### src/rtl/quad_encoder_gen.sv
// Quadrature encoder signal generator: turns step commands into registered A/B
// waveforms with a programmable number of clock cycles between successive edges.
module quad_encoder_gen #(
  parameter int POS_WIDTH    = 8,
  parameter int PERIOD_WIDTH = 16
) (
  input  logic                    clk,
  input  logic                    reset,
  input  logic                    cmd_valid,
  output logic                    cmd_ready,
  input  logic                    cmd_dir,
  input  logic [POS_WIDTH-1:0]    cmd_steps,
  input  logic [PERIOD_WIDTH-1:0] cmd_period,
  input  logic                    stop,
  output logic                    enc_a,
  output logic                    enc_b,
  output logic                    busy,
  output logic                    done,
  output logic [POS_WIDTH-1:0]    position
);

  typedef enum logic {
    IDLE = 1'b0,
    RUN  = 1'b1
  } state_e;

  state_e                  state_q, state_d;
  logic                    dir_q, dir_d;
  logic [POS_WIDTH-1:0]    steps_q, steps_d;
  logic [POS_WIDTH-1:0]    pos_q, pos_d;
  logic [PERIOD_WIDTH-1:0] period_q, period_d;
  logic [PERIOD_WIDTH-1:0] timer_q, timer_d;
  logic                    enc_a_q, enc_a_d;
  logic                    enc_b_q, enc_b_d;
  logic                    done_q, done_d;

  logic [PERIOD_WIDTH-1:0] period_eff;
  logic                    expire;
  logic                    toggle_a;

  assign period_eff = (cmd_period == '0) ? PERIOD_WIDTH'(1) : cmd_period;
  assign expire     = (timer_q == PERIOD_WIDTH'(1));

  // Gray-code stepping: forward flips A when A==B, reverse flips A when A!=B;
  // in every other case B is the channel that flips.
  assign toggle_a = dir_q ^ (enc_a_q ^ enc_b_q);

  always_comb begin
    // NOTE: every next-state signal gets its hold value first, so no branch can infer a latch.
    state_d  = state_q;
    dir_d    = dir_q;
    steps_d  = steps_q;
    pos_d    = pos_q;
    period_d = period_q;
    timer_d  = timer_q;
    enc_a_d  = enc_a_q;
    enc_b_d  = enc_b_q;
    done_d   = 1'b0;

    case (state_q)
      IDLE: begin
        if (cmd_valid) begin
          state_d  = RUN;
          dir_d    = cmd_dir;
          steps_d  = cmd_steps;
          period_d = period_eff;
          timer_d  = period_eff;
        end
      end
      RUN: begin
        if (stop) begin
          state_d = IDLE;
        end else if (steps_q == '0) begin
          state_d = IDLE;
          done_d  = 1'b1;
        end else if (expire) begin
          if (toggle_a) enc_a_d = ~enc_a_q;
          else          enc_b_d = ~enc_b_q;
          pos_d   = dir_q ? pos_q + POS_WIDTH'(1) : pos_q - POS_WIDTH'(1);
          steps_d = steps_q - POS_WIDTH'(1);
          timer_d = period_q;
          if (steps_q == POS_WIDTH'(1)) begin
            state_d = IDLE;
            done_d  = 1'b1;
          end
        end else begin
          timer_d = timer_q - PERIOD_WIDTH'(1);
        end
      end
      default: state_d = IDLE;
    endcase
  end

  always_ff @(posedge clk or posedge reset) begin
    if (reset) begin
      state_q  <= IDLE;
      dir_q    <= 1'b0;
      steps_q  <= '0;
      pos_q    <= '0;
      period_q <= '0;
      timer_q  <= '0;
      enc_a_q  <= 1'b0;
      enc_b_q  <= 1'b0;
      done_q   <= 1'b0;
    end else begin
      // NOTE: non-blocking assignments so every flop samples the pre-edge values.
      state_q  <= state_d;
      dir_q    <= dir_d;
      steps_q  <= steps_d;
      pos_q    <= pos_d;
      period_q <= period_d;
      timer_q  <= timer_d;
      enc_a_q  <= enc_a_d;
      enc_b_q  <= enc_b_d;
      done_q   <= done_d;
    end
  end

  assign busy      = (state_q == RUN);
  assign cmd_ready = ~busy;
  assign enc_a     = enc_a_q;
  assign enc_b     = enc_b_q;
  assign done      = done_q;
  assign position  = pos_q;

endmodule
### config.mk
export PLATFORM = sky130hd
export DESIGN_NAME = quad_encoder_gen
export DESIGN_NICKNAME = d
export VERILOG_FILES = /design/src/rtl/quad_encoder_gen.sv
export SDC_FILE = /design/constraint.sdc
export NUM_CORES = 1
export LEC_CHECK = 0
export ABC_AREA = 1
export CORE_MARGIN = 5
export CORE_UTILIZATION = 55
export DETAILED_ROUTE_END_ITERATION = 6
export GPL_ROUTABILITY_DRIVEN = 0
export PLACE_DENSITY_LB_ADDON = 0.1
export SYNTH_ARGS = -nofsm -noshare
export SYNTH_HDL_FRONTEND = slang
export SYNTH_SLANG_ARGS = --single-unit
### constraint.sdc
create_clock -name clk -period 1.9 [get_ports clk]
set_input_delay 0.38 -clock clk [delete_from_list [all_inputs] [get_ports clk]]
set_output_delay 0.38 -clock clk [all_outputs]
set_load 0.01 [all_outputs]
==> impl_metrics.csv <==
group,metric,value,unit
routing,initialDrtViolationCount,355,
sta,finalSetupViolations,0,
global_route,antenna_found_initial,0,
outcome,status,"completed",
die,die_area,0.00821,mm²
worst_setup_path,crit_fanout,14,
power_and_ir_drop,vdd.ir_drop.worst,689,µV
cts,cts_buffer_depth,2,
cts,path_clk_slew,0.10,ns
final_layout,final_area,0.00429,mm²
routing,vias,3366,
cts,ctsHoldBuffers,0,
sta,slew_headroom,0.669,
placed_design,hpwl,6300,µm
power_and_ir_drop,powerDensity,1130,mW/mm²
worst_hold_path,hold_path.class,"in -> async",
cts,htreeDepth,2,
sta,tightest_slew,0.495,ns
routing,ant_nets,0,
sta,clock_skew,0.00745,ns
placed_design,dpl-instance-area,0.00415,mm²
synth,synthArstFlopShare,1.00,
final_layout,final_layout_size_suffix_gt1_frac,0.105,
routing,via_per_inst,5.20,
global_route,grt_pass1_vias,3142,
synth,ys_seq_area_frac,0.371,
global_route,grtUsageTotal,0.212,
synth,synth_area,0.00357,mm²
final_layout,syn_to_final_growth,20.0,%
global_route,grt_pass1_wl,14700,µm
synth,synth-seq-cells,53,
synth,ys_dominant_reg_cell,"dfrtp_1",
die,start_util,0.563,
routing,wl,8500,µm
routing,drc,0,
worst_setup_path,cp.required,2.10,ns
placed_design,dp.cells,636,
global_route,overflow,0,
sta,rsz0062_at_grt,"false",
final_layout,nNetsFinal,610,
die,row_count,29,
routing,dr.pass1.iters,5,
placed_design,io_buffers,41,
worst_setup_path,critPathArrivalTime,1.97,ns
die,placeableCoreArea,0.00635,mm²
synth,synth_top_area_cell,"dfrtp_1",
die,die_w,90.6,µm
synth,ys_types,35,
final_layout,n_antenna_cell,0,
sta,hold_viol,0,
synth,synth_edf_count,0,
synth,syn_inst,514,
cts,cts_root_buf,"clkbuf_8",
final_layout,fillers,537,
cts,clock_latency,0.31,ns
worst_setup_path,worst_setup_path_end_kind,"flop",
die,pin_count,42,
sta,slew_violations,0,
sta,max_freq,565,MHz
synth,yosysTopAreaCellShare,0.371,
routing,wl_per_cell,13.1,µm
die,die_h,90.6,µm
global_route,grt_max_degree,54,
sta,hold_ws,0.422,ns
worst_setup_path,critPathLaunchType,"flop",
power_and_ir_drop,p_leak,2.22,nW
sta,fin_crit_sh,0.931,
cts,cts_buffers,5,
final_layout,final_cells,647,
flow_run,maxCapViolCount,0,
cts,numClockSinks,53,
synth,netlist_top_cells_area,"dfrtp_1, nand2_1, nor2_1, inv_1, nand3_1",
sta,min_period,1.77,ns
synth,synth.net_count,555,
worst_setup_path,criticalPathCategory,"reg -> reg",
synth,yosysWarnings,0,
final_layout,postLayoutCoreUtil,0.675,
synth,synth_area_per_cell,6.95,µm²
cts,cts_tree,"yes",
## through the flow
stage	setup TNS, ns	power, mW	worst slack [ns]
floorplan	0	3.47	0.234
global route	0	5.33	0.00235
global placement	-1.06	4.10	-0.0947
detailed placement	-1.52	4.17	-0.129
finish	0	4.87	0.131
CTS	0	4.87	0.00121
## per-layer routing
metal  vias to the layer above  share of wire  global-route usage
li1                       1733              -                   -
met1                      1520           0.48               0.317
met2                       102           0.45               0.326
met3                        11          0.057              0.0267
met4                         0          0.010              0.0496
met5                         -              0                   0
## critical path: stages (launching register included)
cell and delay [ns]:
dfrtp_1 0.41, inv_1 0.08, ha_1 0.21, nand3_1 0.14, nor2_4 0.19, nand2_8 0.14, nand2_4 0.16, nand2_4 0.10
o21ai_0 0.17, nand2_1 0.07
## registers in the layout (all words and copies together), names as in the netlist
signal and flops:
done 1, enc_b 1, steps_q 8, timer_q 16
dir_q 1, enc_a 1, position 8, busy 1
period_q 16
## repair_timing
item	CTS	global route
setup endpoints to repair	17	12
pin swaps	0	2
buffers inserted	0	3
gates resized for setup	5	5
endpoints found under the hold margin	0	0
## worst paths after layout
kind	startpoint	to	slack, ns	cells past startpoint
min in group clk	period_q[1]	period_q[1]	0.49	2
worst min-delay path	reset	steps_q[2]	0.42	3
worst min register to register	period_q[1]	period_q[1]	0.49	2
worst max-delay path	timer_q[1]	steps_q[3]	0.13	9
max in group asynchronous	reset	timer_q[12]	1.24	3
worst max register to register	timer_q[1]	steps_q[3]	0.13	9
## Yosys cell counts, types with 2 or more instances
cell	instances
inv_4	2
inv_1	56
nor2_1	66
nand3b_1	3
clkbuf_1	6
nand4_1	4
buf_4	2
o21ai_2	3
ha_1	11
nor2_4	4
nor2_2	6
nand2_4	4
nand2_1	158
xnor2_1	5
nor3_1	3
buf_6	2
nand3_1	41
nand2_2	5
buf_2	3
a21boi_0	3
o21ai_0	36
nor2_8	2
xor2_1	6
o21ai_1	2
a21oi_1	19
dfrtp_1	53
## report_power, final
group	switching, mW	total (mW)	internal (mW)
logic	1.40	2.32	0.921
registers	0.395	1.89	1.49
clock network	0.400	0.663	0.263
## final cells by class
type,count,area (µm²),share of cell area
clock buffers,5,68.8,0.0160
clock inverters,3,21.3,0.00496
inverters,59,226,0.0528
multi-input cells,389,1960,0.458
flip-flops and latches,53,1330,0.309
well taps,77,96.3,0.0225
repair buffers,61,587,0.137
## cell families after synthesis
| kind of cell | Yosys count | share of synthesized area |
|---|---|---|
| and+or+nand+nor | 297 | 0.368 |
| AOI/OAI and AO/OA | 69 | 0.106 |
| adders and majority gates | 12 | 0.0441 |
| buffers and inverters | 72 | 0.0844 |
| DFF | 53 | 0.371 |
| xor gates and xnor gates | 11 | 0.0270 |
## cells in the final DEF (no fill, tap or decap), types with 2 or more instances in the layout
master,instances
nor2_8,2
o21ai_2,3
nor2_2,5
nand2_2,6
o21ai_1,2
nand2_4,3
inv_1,53
nor3_1,3
nand3_1,41
xor2_1,6
a21boi_0,3
nand3b_1,3
dfrtp_1,53
ha_1,11
o21ai_0,36
xnor2_1,5
nand2_1,157
inv_2,4
nor2_4,5
clkdlybuf4s50_1,39
buf_12,2
nor2_1,66
clkbuf_8,5
nand4_1,4
buf_4,18
inv_4,2
a21oi_1,19
Note: power is estimated with default switching activity, not from simulation.
